==> src/rtl/serdesphy_pkg.sv <==
// Shared Manchester/biphase definitions for the SERDES PHY.
// Holds the decoder FSM encoding, the symbol constants used by both the TX
// biphase encoder and the RX decoder, and the pair encode/decode helpers.
package serdesphy_pkg;

  localparam int MAN_WORD_W = 16;
  localparam int DATA_W     = 8;

  // 2-bit state encoding; 2'b11 is unused and recovers to IDLE.
  typedef enum logic [1:0] {
    ST_IDLE   = 2'b00,
    ST_DECODE = 2'b01,
    ST_OUTPUT = 2'b10
  } state_t;

  // Symbols written as {hi,lo}, hi being the first half-bit on the line.
  localparam logic [1:0] MAN_ONE  = 2'b01;
  localparam logic [1:0] MAN_ZERO = 2'b10;

  // TX side: one data bit to its two-half-bit symbol.
  function automatic logic [1:0] man_encode_bit(input logic dbit);
    return dbit ? MAN_ONE : MAN_ZERO;
  endfunction

  // RX side: returns {bit, err}. Invalid pairs ("00"/"11") still yield lo as
  // the bit so the byte is defined, but raise err.
  function automatic logic [1:0] man_decode_pair(input logic [1:0] sym);
    logic dbit;
    logic err;
    case (sym)
      MAN_ONE: begin
        dbit = 1'b1;
        err  = 1'b0;
      end
      MAN_ZERO: begin
        dbit = 1'b0;
        err  = 1'b0;
      end
      default: begin
        dbit = sym[0];
        err  = 1'b1;
      end
    endcase
    return {dbit, err};
  endfunction

endpackage

==> src/rtl/serdesphy_manchester_decoder_if.sv <==
// Handshake bundle between the RX deserializer, the Manchester decoder and
// the downstream byte consumer. master = environment, slave = decoder.
interface serdesphy_manchester_decoder_if;
  import serdesphy_pkg::*;

  logic [MAN_WORD_W-1:0] manchester_data;
  logic                  manchester_valid;
  logic                  manchester_ready;
  logic [DATA_W-1:0]     data_out;
  logic                  data_valid;
  logic                  data_ready;
  logic                  code_error;

  modport master (
    output manchester_data,
    output manchester_valid,
    input  manchester_ready,
    input  data_out,
    input  data_valid,
    output data_ready,
    input  code_error
  );

  modport slave (
    input  manchester_data,
    input  manchester_valid,
    output manchester_ready,
    output data_out,
    output data_valid,
    input  data_ready,
    output code_error
  );

endinterface

==> src/rtl/serdesphy_manchester_decoder.sv <==
// RX Manchester decoder: takes a 16-bit biphase word, recovers 8 data bits,
// flags invalid symbol pairs and keeps a saturating code-error counter.
// Three-state flow IDLE -> DECODE -> OUTPUT, so at most one word per 3 clocks.
//
// Build option SERDESPHY_MANCHESTER_DROP_ERR_EN: errored words are counted
// but never delivered (DECODE returns straight to IDLE) and code_error is 0.
//
//   state     | meaning
//   ----------+-----------------------------------------------------------
//   ST_IDLE   | ready for a word; captures manchester_data on valid
//   ST_DECODE | decodes the captured word, registers byte and error flag
//   ST_OUTPUT | presents data_valid until data_ready is seen
module serdesphy_manchester_decoder
  import serdesphy_pkg::*;
#(
  parameter int ERR_CNT_W = 8
) (
  input  logic                         clk,
  input  logic                         rst_n,
  serdesphy_manchester_decoder_if.slave bus,
  output logic [ERR_CNT_W-1:0]         error_count,
  input  logic                         error_clear
);

  state_t                state_q;
  state_t                state_d;
  logic [MAN_WORD_W-1:0] word_q;
  logic [DATA_W-1:0]     data_q;
  logic [DATA_W-1:0]     dec_byte;
  logic [DATA_W-1:0]     dec_err_vec;
  logic                  dec_err;

  // Eight parallel pair decoders over the captured word.
  for (genvar g = 0; g < DATA_W; g++) begin : g_pair
    logic [1:0] res;
    assign res            = man_decode_pair(word_q[2*g +: 2]);
    assign dec_byte[g]    = res[1];
    assign dec_err_vec[g] = res[0];
  end

  assign dec_err = |dec_err_vec;

  // State register.
  always_ff @(posedge clk or negedge rst_n) begin
    if (!rst_n) begin
      state_q <= ST_IDLE;
    end else begin
      state_q <= state_d;
    end
  end

  // Next-state logic; the unused encoding falls back to IDLE.
  always_comb begin
    state_d = state_q;
    case (state_q)
      ST_IDLE: begin
        if (bus.manchester_valid) begin
          state_d = ST_DECODE;
        end
      end
      ST_DECODE: begin
`ifdef SERDESPHY_MANCHESTER_DROP_ERR_EN
        state_d = dec_err ? ST_IDLE : ST_OUTPUT;
`else
        state_d = ST_OUTPUT;
`endif
      end
      ST_OUTPUT: begin
        if (bus.data_ready) begin
          state_d = ST_IDLE;
        end
      end
      default: begin
        state_d = ST_IDLE;
      end
    endcase
  end

  // Word capture in IDLE and decoded-byte register loaded in DECODE.
  always_ff @(posedge clk or negedge rst_n) begin
    if (!rst_n) begin
      word_q <= '0;
      data_q <= '0;
    end else begin
      if (state_q == ST_IDLE && bus.manchester_valid) begin
        word_q <= bus.manchester_data;
      end
      if (state_q == ST_DECODE) begin
        data_q <= dec_byte;
      end
    end
  end

`ifdef SERDESPHY_MANCHESTER_DROP_ERR_EN
  assign bus.code_error = 1'b0;
`else
  logic code_error_q;

  // Error flag travels with the byte it describes.
  always_ff @(posedge clk or negedge rst_n) begin
    if (!rst_n) begin
      code_error_q <= 1'b0;
    end else if (state_q == ST_DECODE) begin
      code_error_q <= dec_err;
    end
  end

  assign bus.code_error = code_error_q;
`endif

  // Saturating count of errored words; a clear wins over a same-cycle bump.
  always_ff @(posedge clk or negedge rst_n) begin
    if (!rst_n) begin
      error_count <= '0;
    end else if (error_clear) begin
      error_count <= '0;
    end else if (state_q == ST_DECODE && dec_err && !(&error_count)) begin
      error_count <= error_count + {{(ERR_CNT_W-1){1'b0}}, 1'b1};
    end
  end

  assign bus.manchester_ready = (state_q == ST_IDLE);
  assign bus.data_valid       = (state_q == ST_OUTPUT);
  assign bus.data_out         = data_q;

endmodule

==> src/flat_wrapper.sv <==
// flat-port wrapper written by rule: the top's interface ports become plain ports
module serdesphy_manchester_decoder_flat import serdesphy_pkg::*;
#(
  parameter int ERR_CNT_W = 8
)
  (clk, rst_n, error_count, error_clear, bus_manchester_data, bus_manchester_valid, bus_manchester_ready, bus_data_out, bus_data_valid, bus_data_ready, bus_code_error);
  serdesphy_manchester_decoder_if bus_i ();
  input  logic clk;
  input  logic rst_n;
  output logic [ERR_CNT_W-1:0] error_count;
  input  logic error_clear;
  input wire logic [$bits(bus_i.manchester_data)-1:0] bus_manchester_data;
  input wire logic [$bits(bus_i.manchester_valid)-1:0] bus_manchester_valid;
  output wire logic [$bits(bus_i.manchester_ready)-1:0] bus_manchester_ready;
  output wire logic [$bits(bus_i.data_out)-1:0] bus_data_out;
  output wire logic [$bits(bus_i.data_valid)-1:0] bus_data_valid;
  input wire logic [$bits(bus_i.data_ready)-1:0] bus_data_ready;
  output wire logic [$bits(bus_i.code_error)-1:0] bus_code_error;
  assign bus_i.manchester_data = bus_manchester_data;
  assign bus_i.manchester_valid = bus_manchester_valid;
  assign bus_manchester_ready = bus_i.manchester_ready;
  assign bus_data_out = bus_i.data_out;
  assign bus_data_valid = bus_i.data_valid;
  assign bus_i.data_ready = bus_data_ready;
  assign bus_code_error = bus_i.code_error;
  serdesphy_manchester_decoder #(.ERR_CNT_W(ERR_CNT_W)) u_core (.clk(clk), .rst_n(rst_n), .bus(bus_i), .error_count(error_count), .error_clear(error_clear));
endmodule
==> config.mk <==
export PLATFORM = sky130hd
export DESIGN_NAME = serdesphy_manchester_decoder_flat
export DESIGN_NICKNAME = d
export VERILOG_FILES = /design/src/rtl/serdesphy_pkg.sv /design/src/rtl/serdesphy_manchester_decoder_if.sv /design/src/rtl/serdesphy_manchester_decoder.sv /design/src/flat_wrapper.sv
export SDC_FILE = /design/constraint.sdc
export NUM_CORES = 1
export LEC_CHECK = 0
export BUFFER_PORTS_ARGS = -buffer_cell sky130_fd_sc_hd__buf_2
export CAP_MARGIN = 20
export CORE_MARGIN = 4
export CORE_UTILIZATION = 28
export DETAILED_ROUTE_END_ITERATION = 8
export GPL_TIMING_DRIVEN = 0
export PLACE_DENSITY_LB_ADDON = 0.3
export SYNTH_ARGS = -nofsm -noshare
export SYNTH_HDL_FRONTEND = slang
export SYNTH_SLANG_ARGS = --single-unit
==> constraint.sdc <==
create_clock -name clk -period 2.5 [get_ports clk]
set_clock_uncertainty 0.1 [all_clocks]
set_input_delay 0.375 -clock clk [delete_from_list [all_inputs] [get_ports clk]]
set_output_delay 0.375 -clock clk [all_outputs]
set_load 0.01 [all_outputs]
==> flow_metrics.py, run 1 <==
metrics = {
    "status": {
        "status": "complete, no violations",
    },
    "detailed_routing": {
        "drt_iter0_drc": 49,
        "final_antenna_net_count": 0,
        "via_per_inst": 4.49,
        "drt_pass1_iterations": 3,
        "avgRoutedWirePerCell_microns": 13.1,
        "drc": 0,
        "vias": 1230,
        "wl_microns": 3580,
    },
    "sta": {
        "layout_setup_ws_ps": 344,
        "rsz0062_at_grt": "no",
        "drv_slew": 0,
        "period_needed_ps": 2160,
        "worst_pin_slew_ps": 807,
        "setup_viol": 0,
        "post-route-period-util": 0.863,
        "hold_violations": 0,
        "max_freq_ghz": 0.464,
        "timing.setup.tns_ps": 0,
        "slew_headroom": 0.462,
    },
    "die": {
        "fp.dieH_microns": 84.9,
        "io_pins": 40,
        "fp.coreArea_sq_um": 5610,
        "rows": 27,
        "initial_core_util": 0.296,
        "die_area_sq_um": 7220,
        "die_w_microns": 84.9,
    },
    "clock_network": {
        "clk_pin_slew_worst_paths_ps": 70,
        "post_cts_resized": 0,
        "hold_buffers": 0,
        "htree_levels": 2,
        "clock_latency_ps": 290,
        "cts_root_buf": "clkbuf_8",
        "clockBufferDepth": 2,
        "cts_sinks": 35,
        "cts_setup_buffers": 0,
        "cts_buffers": 5,
        "cts_tree": "yes",
    },
    "global_routing": {
        "grt.overflow.total": 0,
        "grt_pass1_wl_microns": 6230,
        "grt_usage": 0.109,
        "first_global_vias": 1291,
        "grt_max_degree": 36,
        "antenna_found_initial": 0,
    },
    "yosys": {
        "yosysTopAreaCell": "dfrtp_1",
        "synth-edff-count": 0,
        "yosysMostFrequentCell": "dfrtp_1",
        "synthCells": 155,
        "synth_area_leaders": "dfrtp_1 53%, ha_1 6.8%, mux2_2 6.8%, mux2i_1 6.0%, o21ai_0 5.1%",
        "async_flop_share": 1.00,
        "yosys.area.top_type_share": 0.528,
        "avgSynthCellArea_sq_um": 10.7,
        "synthFlopType": "dfrtp_1",
        "ys_warn_count": 0,
        "netlist_area_sq_um": 1660,
        "ys_top_cells_by_count": "35 x dfrtp_1, 21 x nand2_1, 17 x o21ai_0",
        "synth-seq-area-share": 0.528,
        "syn-num-nets": 185,
        "ys_ff_latch": 35,
        "ys_types": 26,
    },
    "setup_path": {
        "path_depth": 6,
        "required_ps": 2570,
        "critical_path_buf_inv_count": 1,
        "r2r_cells": 6,
        "cp-end-kind": "flip-flop",
        "worstPathArrival_ps": 2220,
        "startpoint_type": "flip-flop",
        "cp_top_family": "simple AND/OR/NAND/NOR gates",
        "cp_cell_sequence": "ha_1, nor4_1, a21o_1, buf_6, nor2_1, mux2_2",
        "path_max_fanout": 10,
        "path_class": "flip-flop to flip-flop",
        "max_stage_delay_ps": 500,
        "cp_slowest_cell": "nor4_1",
    },
    "final_layout": {
        "drive_above_1_share": 0.297,
        "synthToLayoutAreaGrowth_pct": 25.2,
        "n_antenna_cell": 0,
        "nets": 231,
    },
    "pwr": {
        "pwr_density_cell_nw_per_um2": 1180,
        "peakVddDrop_v": 0.000458,
        "leakage_nw": 1.01,
    },
    "place": {
        "post-dp-hpwl_microns": 2590,
        "gp_congestion": 0.716,
        "post-place-ws_ps": 370,
        "numPortBuffers": 39,
    },
    "job": {
        "max_cap_viol_count": 0,
    },
    "min_path": {
        "hold_path_class": "input pin to async pin",
    },
}
==> per-layer routing <==
metal / GRT usage / share of wire
met5: 0 / 0
met3: 0.0350 / 0.054
met1: 0.139 / 0.46
met4: 0.0432 / 0.018
met2: 0.169 / 0.46
==> layout by cell type, fill, tap and decap left out, drive strengths merged <==
cell and count:
a2111oi 1, a221oi 1, or4 2, dfrtp 35, clkbuf 10, nand4 1
mux2 10, and2 1, ha 9, mux2i 10, nor2b 2, a21oi 3
nand2 21, o31ai 3, nor2 7, buf 42, nor4 3, xnor2 1
or3 1, nand3 4, o21ai 17, bufinv 2, nand2b 4, inv 11
a21o 1
==> state kept, by name, indices dropped and copies added (netlist names) <==
signal and flops:
u_core.state_q 2, u_core.bus.code_error 1, u_core.error_count 8, u_core.bus.data_out 8, u_core.word_q 16
==> cell type report <==
class                           count  area [sq um]
Buffer                              7          36.3
Clock buffer                        6          72.6
Clock inverter                      2          60.1
Fill cell                         629          3530
Inverter                           11          41.3
Multi-Input combinational cell    102           704
Sequential cell                    35           876
Tap cell                           72          90.1
Timing Repair Buffer               39           195
==> per-stage QoR <==
step	total power, mW	util	area, sq um	cells	hold slack [ps]
floorplan	1.59	-	1660	155	-20.6
global placement	1.87	0.346	1940	266	361
detailed placement	1.89	0.346	1940	266	367
CTS	2.50	0.370	2080	274	95.6
global route	2.67	0.370	2080	274	136
finish	2.45	0.370	2080	274	72.8
==> final timing paths <==
path | startpoint | to | slack [ps]
worst max-delay path | u_core.word_q[8] | u_core.error_count[0] | 340
worst min-delay path | rst_n | u_core.error_count[5] | 70
worst max register to register | u_core.word_q[8] | u_core.error_count[0] | 340
worst min register to register | u_core.bus.data_out[7] | u_core.bus.data_out[7] | 370
max in group asynchronous | rst_n | u_core.bus.data_out[2] | 1700
min in group clk | bus_manchester_data[9] | u_core.word_q[9] | 190
==> power breakdown <==
group	internal (mW)	total, mW	leakage, nW	switching (mW)
sequential	0.788	0.911	0.441	0.122
clock	0.399	0.597	0.0654	0.198
combinational	0.455	0.945	0.499	0.490
==> kinds of logic after synthesis <==
logic type / share of synthesized area
buffers and inverters: 0.0468
adders and majority gates: 0.0679
and+or+nand+nor: 0.134
muxes: 0.128
DFF: 0.528
AOI/OAI and AO/OA: 0.0891
xor gates and xnor gates: 0.00528
(Power assumes the default switching activity.)
==> run 2, diff against run 1 <==
--- a/config.mk
+++ b/config.mk
@@ -12,6 +12,7 @@
 export DETAILED_ROUTE_END_ITERATION = 8
 export GPL_TIMING_DRIVEN = 0
 export PLACE_DENSITY_LB_ADDON = 0.3
+export REMOVE_ABC_BUFFERS = 1
 export SYNTH_ARGS = -nofsm -noshare
 export SYNTH_HDL_FRONTEND = slang
 export SYNTH_SLANG_ARGS = --single-unit
==> run 2 against run 1 <==
Maximum frequency is 2.8% lower. Sequential share of layout area is 1.8 points higher. Global-route usage down 0.97 points. Largest cell class unchanged. Die area did not move. Cell count fell by 2.6%. Critical path type unchanged. Wire length is 9.7% lower. Design area decreased by 4.0%. Combinational power fell by 4.3%.
==> flow_metrics.py, run 2 (same netlist as run 1, synthesis figures left out) <==
metrics = {
    "status": {
        "status": "complete, no violations",
    },
    "clock_network": {
        "clock_latency_ps": 290,
        "hold_buffers": 0,
        "cts_tree": "yes",
        "cts_root_buf": "clkbuf_8",
        "clockBufferDepth": 2,
        "post_cts_resized": 0,
        "cts_setup_buffers": 0,
        "cts_sinks": 35,
        "htree_levels": 2,
        "cts_buffers": 5,
        "clk_pin_slew_worst_paths_ps": 70,
    },
    "min_path": {
        "hold_path_class": "input pin to async pin",
    },
    "pwr": {
        "peakVddDrop_v": 0.000520,
        "pwr_density_cell_nw_per_um2": 1110,
        "leakage_nw": 0.961,
    },
    "sta": {
        "slew_headroom": 0.439,
        "max_freq_ghz": 0.451,
        "hold_violations": 0,
        "post-route-period-util": 0.887,
        "holdWs_ps": 62.9,
        "period_needed_ps": 2220,
        "drv_slew": 0,
        "timing.setup.tns_ps": 0,
        "setup_viol": 0,
        "layout_setup_ws_ps": 282,
        "rsz0062_at_grt": "no",
        "worst_pin_slew_ps": 841,
    },
    "final_layout": {
        "fillerInstances": 606,
        "mostFrequentLayoutCell": "buf_2",
        "n_antenna_cell": 0,
        "synthToLayoutAreaGrowth_pct": 20.2,
        "final_cell_mix": "39 x buf_2, 35 x dfrtp_1, 21 x nand2_1",
        "largest_reg_flops": 16,
        "drive_above_1_share": 0.292,
        "regMostFlops": "u_core.word_q",
        "nets": 224,
    },
    "setup_path": {
        "path_max_fanout": 10,
        "path_class": "flip-flop to flip-flop",
        "startpoint_type": "flip-flop",
        "worstPathArrival_ps": 2290,
        "required_ps": 2570,
        "cp-end-kind": "flip-flop",
    },
    "detailed_routing": {
        "via_per_inst": 4.48,
        "final_antenna_net_count": 0,
        "wl_microns": 3240,
        "drt_pass1_iterations": 4,
        "avgRoutedWirePerCell_microns": 12.1,
        "vias": 1195,
        "drt_iter0_drc": 28,
        "drc": 0,
    },
    "global_routing": {
        "grt.overflow.total": 0,
        "grt_usage": 0.0991,
        "first_global_vias": 1222,
        "grt_max_degree": 36,
        "grt_pass1_wl_microns": 5710,
        "antenna_found_initial": 0,
    },
    "place": {
        "post-dp-hpwl_microns": 2350,
        "numPortBuffers": 39,
        "gp_congestion": 0.723,
        "post-place-ws_ps": 264,
    },
    "die": {
        "rows": 27,
        "die_w_microns": 84.9,
        "fp.dieH_microns": 84.9,
        "initial_core_util": 0.296,
        "io_pins": 40,
        "die_area_sq_um": 7220,
        "fp.coreArea_sq_um": 5610,
    },
    "job": {
        "max_cap_viol_count": 0,
    },
}
[run 2: cell count changes in the layout (fill, tap and decap cells not counted), sizes merged]
cell,delta
buf,-3
bufinv,-2
clkbuf,-4
clkinv,+1
clkinvlp,+1
[run 2: final cells by class]
| class | instances | area [sq um] | share of cell area |
|---|---|---|---|
| Inverter | 11 | 41.3 | 0.0207 |
| Clock buffer | 6 | 72.6 | 0.0364 |
| Tap cell | 72 | 90.1 | 0.0452 |
| Timing Repair Buffer | 39 | 195 | 0.0980 |
| Clock inverter | 2 | 12.5 | 0.00628 |
| Sequential cell | 35 | 876 | 0.440 |
| Multi-Input combinational cell | 102 | 704 | 0.354 |
[run 2: per-layer routing]
layer	share of wire	global-route usage	wire length, microns
met5	0	0	0
met4	0.012	0.0302	39
met3	0.077	0.0437	248
met2	0.42	0.143	1350
met1	0.49	0.134	1600
[run 2: critical path, stage by stage, from the launching register on]
cell and delay [ps]:
dfrtp_1 400, ha_1 330, nor4_1 480, a21o_1 360, nor2_1 150, a221oi_1 290
[run 2: final timing paths]
path | from | end | slack (ps) | cells past startpoint
setup reg to reg | u_core.word_q[2] | u_core.error_count[6] | 280 | 5
max in group asynchronous | rst_n | u_core.error_count[5] | 1710 | 1
hold reg to reg | u_core.bus.code_error | u_core.bus.code_error | 380 | 2
setup / recovery | u_core.word_q[2] | u_core.error_count[6] | 280 | 5
min in group clk | bus_data_ready | u_core.state_q[1] | 180 | 2
hold / removal | rst_n | u_core.state_q[0] | 60 | 1
[run 2: through the flow]
stage | total power [mW] | instance area (sq um) | std cells | utilization
2_1_floorplan | 1.55 | 1620 | 148 | -
6_report | 2.21 | 1990 | 267 | 0.355
3_5_place_dp | 1.84 | 1910 | 259 | 0.340
3_3_place_gp | 1.82 | 1910 | 259 | 0.340
5_1_grt | 2.42 | 1990 | 267 | 0.355
4_1_cts | 2.25 | 1990 | 267 | 0.355
[run 2: power by group]
group          switching [mW]  total, mW  internal (mW)
clock network           0.201      0.395          0.194
logic                   0.473      0.904          0.431
registers               0.119      0.908          0.788
total                   0.793       2.21           1.41
==> run 3, diff against run 2 <==
--- a/config.mk
+++ b/config.mk
@@ -8,11 +8,10 @@
 export BUFFER_PORTS_ARGS = -buffer_cell sky130_fd_sc_hd__buf_2
 export CAP_MARGIN = 20
 export CORE_MARGIN = 4
-export CORE_UTILIZATION = 28
+export CORE_UTILIZATION = 50
 export DETAILED_ROUTE_END_ITERATION = 8
 export GPL_TIMING_DRIVEN = 0
 export PLACE_DENSITY_LB_ADDON = 0.3
-export REMOVE_ABC_BUFFERS = 1
 export SYNTH_ARGS = -nofsm -noshare
 export SYNTH_HDL_FRONTEND = slang
 export SYNTH_SLANG_ARGS = --single-unit
==> run 3 against run 2 <==
Flip-flop and latch count unchanged. Largest cell class unchanged. Critical path depth grew 1. Non-clock buffer count rose by 7. Utilization increased by 28 points. The run now ends with hold timing left. Critical path type unchanged. First-iteration DRC count down 18%. Clock power fell by 25%.
==> flow_metrics.py, run 3 (same netlist as run 1, synthesis figures left out) <==
metrics = {
    "setup_path": {
        "required_ps": 2630,
        "critical_path_buf_inv_count": 1,
        "worstPathArrival_ps": 2230,
        "rrSetupSlack_ps": 400,
        "path_max_fanout": 10,
        "r2r_cells": 6,
        "cp_slowest_cell": "dfrtp_1",
        "startpoint_type": "flip-flop",
        "r2r_end": "u_core.error_count[5]",
        "reg2reg_from": "u_core.word_q[10]",
        "max_stage_delay_ps": 420,
        "cpMostUsedCell": "nor4_1",
        "cp_top_family": "simple AND/OR/NAND/NOR gates",
        "cp-end-kind": "flip-flop",
        "cp_cell_sequence": "ha_1, nor4_1, a21o_1, buf_6, nor4_1, mux2_2",
        "path_class": "flip-flop to flip-flop",
    },
    "die": {
        "rows": 20,
        "io_pins": 40,
        "fp.coreArea_sq_um": 3100,
        "fp.dieH_microns": 65.6,
        "die_w_microns": 65.6,
        "die_area_sq_um": 4300,
        "initial_core_util": 0.534,
    },
    "sta": {
        "hold_violations": 28,
        "setup_viol": 0,
        "drv_slew": 0,
        "max_freq_ghz": 0.476,
        "rsz0062_at_grt": "no",
        "holdWs_ps": -10.6,
        "period_needed_ps": 2100,
        "layout_setup_ws_ps": 400,
        "slew_headroom": 0.495,
        "post-route-period-util": 0.840,
        "worst_pin_slew_ps": 758,
        "timing.setup.tns_ps": 0,
    },
    "final_layout": {
        "register_area_sq_um": 876,
        "finish.instance_area_sq_um": 1960,
        "final_cells": 246,
        "synthToLayoutAreaGrowth_pct": 18.1,
        "regMostFlops": "u_core.word_q",
        "nets": 231,
        "drive_above_1_share": 0.292,
        "mostFrequentLayoutCell": "buf_2",
        "final_cell_mix": "41 x buf_2, 35 x dfrtp_1, 21 x nand2_1",
        "multi_input_area_sq_um": 704,
        "largest_reg_flops": 16,
        "post-route-util": 0.631,
        "fillerInstances": 282,
        "n_antenna_cell": 0,
    },
    "clock_network": {
        "clockBufferDepth": 2,
        "clk_pin_slew_worst_paths_ps": 110,
        "cts_setup_buffers": 0,
        "clock_latency_ps": 340,
        "cts_tree": "yes",
        "hold_buffers": 0,
        "cts_sinks": 35,
        "post_cts_resized": 0,
        "cts_root_buf": "clkbuf_4",
        "htree_levels": 2,
        "cts_buffers": 5,
    },
    "place": {
        "post-dp-hpwl_microns": 2590,
        "gp_congestion": 0.857,
        "numPortBuffers": 39,
        "placed_area_sq_um": 1910,
        "placed_cells": 238,
        "post-place-ws_ps": 451,
    },
    "detailed_routing": {
        "avgRoutedWirePerCell_microns": 14.1,
        "wl_microns": 3480,
        "drt_pass1_iterations": 4,
        "vias": 1257,
        "final_antenna_net_count": 0,
        "drt_iter0_drc": 23,
        "drc": 0,
        "via_per_inst": 5.11,
    },
    "global_routing": {
        "grt_usage": 0.185,
        "first_global_vias": 1257,
        "grt.overflow.total": 0,
        "antenna_found_initial": 0,
        "grt_pass1_wl_microns": 5890,
        "grt_max_degree": 36,
    },
    "pwr": {
        "finalPower_mw": 2.18,
        "peakVddDrop_v": 0.000405,
        "pwr_density_cell_nw_per_um2": 1120,
        "leakage_nw": 0.969,
    },
    "status": {
        "violations": "hold timing",
        "status": "finished with violations",
    },
    "job": {
        "max_cap_viol_count": 0,
    },
    "min_path": {
        "hold_path_class": "input pin to async pin",
    },
}
## run 3: worst max path at each step
stage | cells after the start | endpoint | slack [ps] | startpoint
floorplan | 6 | u_core.error_count[5] | 610 | u_core.word_q[2]
global placement | 6 | u_core.error_count[0] | 440 | u_core.word_q[2]
detailed placement | 6 | u_core.error_count[0] | 450 | u_core.word_q[2]
CTS | 6 | u_core.error_count[0] | 420 | u_core.word_q[2]
global route | 6 | u_core.error_count[6] | 260 | u_core.word_q[8]
finish | 6 | u_core.error_count[5] | 400 | u_core.word_q[10]
## run 3: area by class of cell
| class | instances | area share |
|---|---|---|
| multi-input combinational | 102 | 0.360 |
| sequential | 35 | 0.447 |
| buffer | 7 | 0.0185 |
| tap | 44 | 0.0281 |
| clock inverter | 1 | 0.00256 |
| timing repair buffer | 39 | 0.0997 |
| inverter | 11 | 0.0211 |
| clock buffer | 7 | 0.0230 |
## run 3: routing by layer
layer | up-vias | global-route usage | share of wire
li1 | 622 | - | -
met1 | 596 | 0.219 | 0.43
met2 | 33 | 0.308 | 0.50
met3 | 6 | 0.0684 | 0.060
met4 | 0 | 0.0622 | 0.015
met5 | - | 0 | 0
## run 3: worst reg2reg max path: cells and delay by family (launching register included)
| kind | cells | cell delay, ps |
|---|---|---|
| DFF | 1 | 420 |
| adders and majority gates | 1 | 340 |
| muxes | 1 | 370 |
| AOI/OAI and AO/OA | 1 | 190 |
| and+or+nand+nor | 2 | 440 |
| buffers and inverters | 1 | 130 |
## run 3: where the power goes
| part | switching [mW] | internal, mW | leakage, nW | total [mW] |
|---|---|---|---|---|
| sequential | 0.129 | 0.787 | 0.441 | 0.916 |
| clock | 0.188 | 0.110 | 0.0293 | 0.298 |
| combinational | 0.510 | 0.460 | 0.499 | 0.970 |
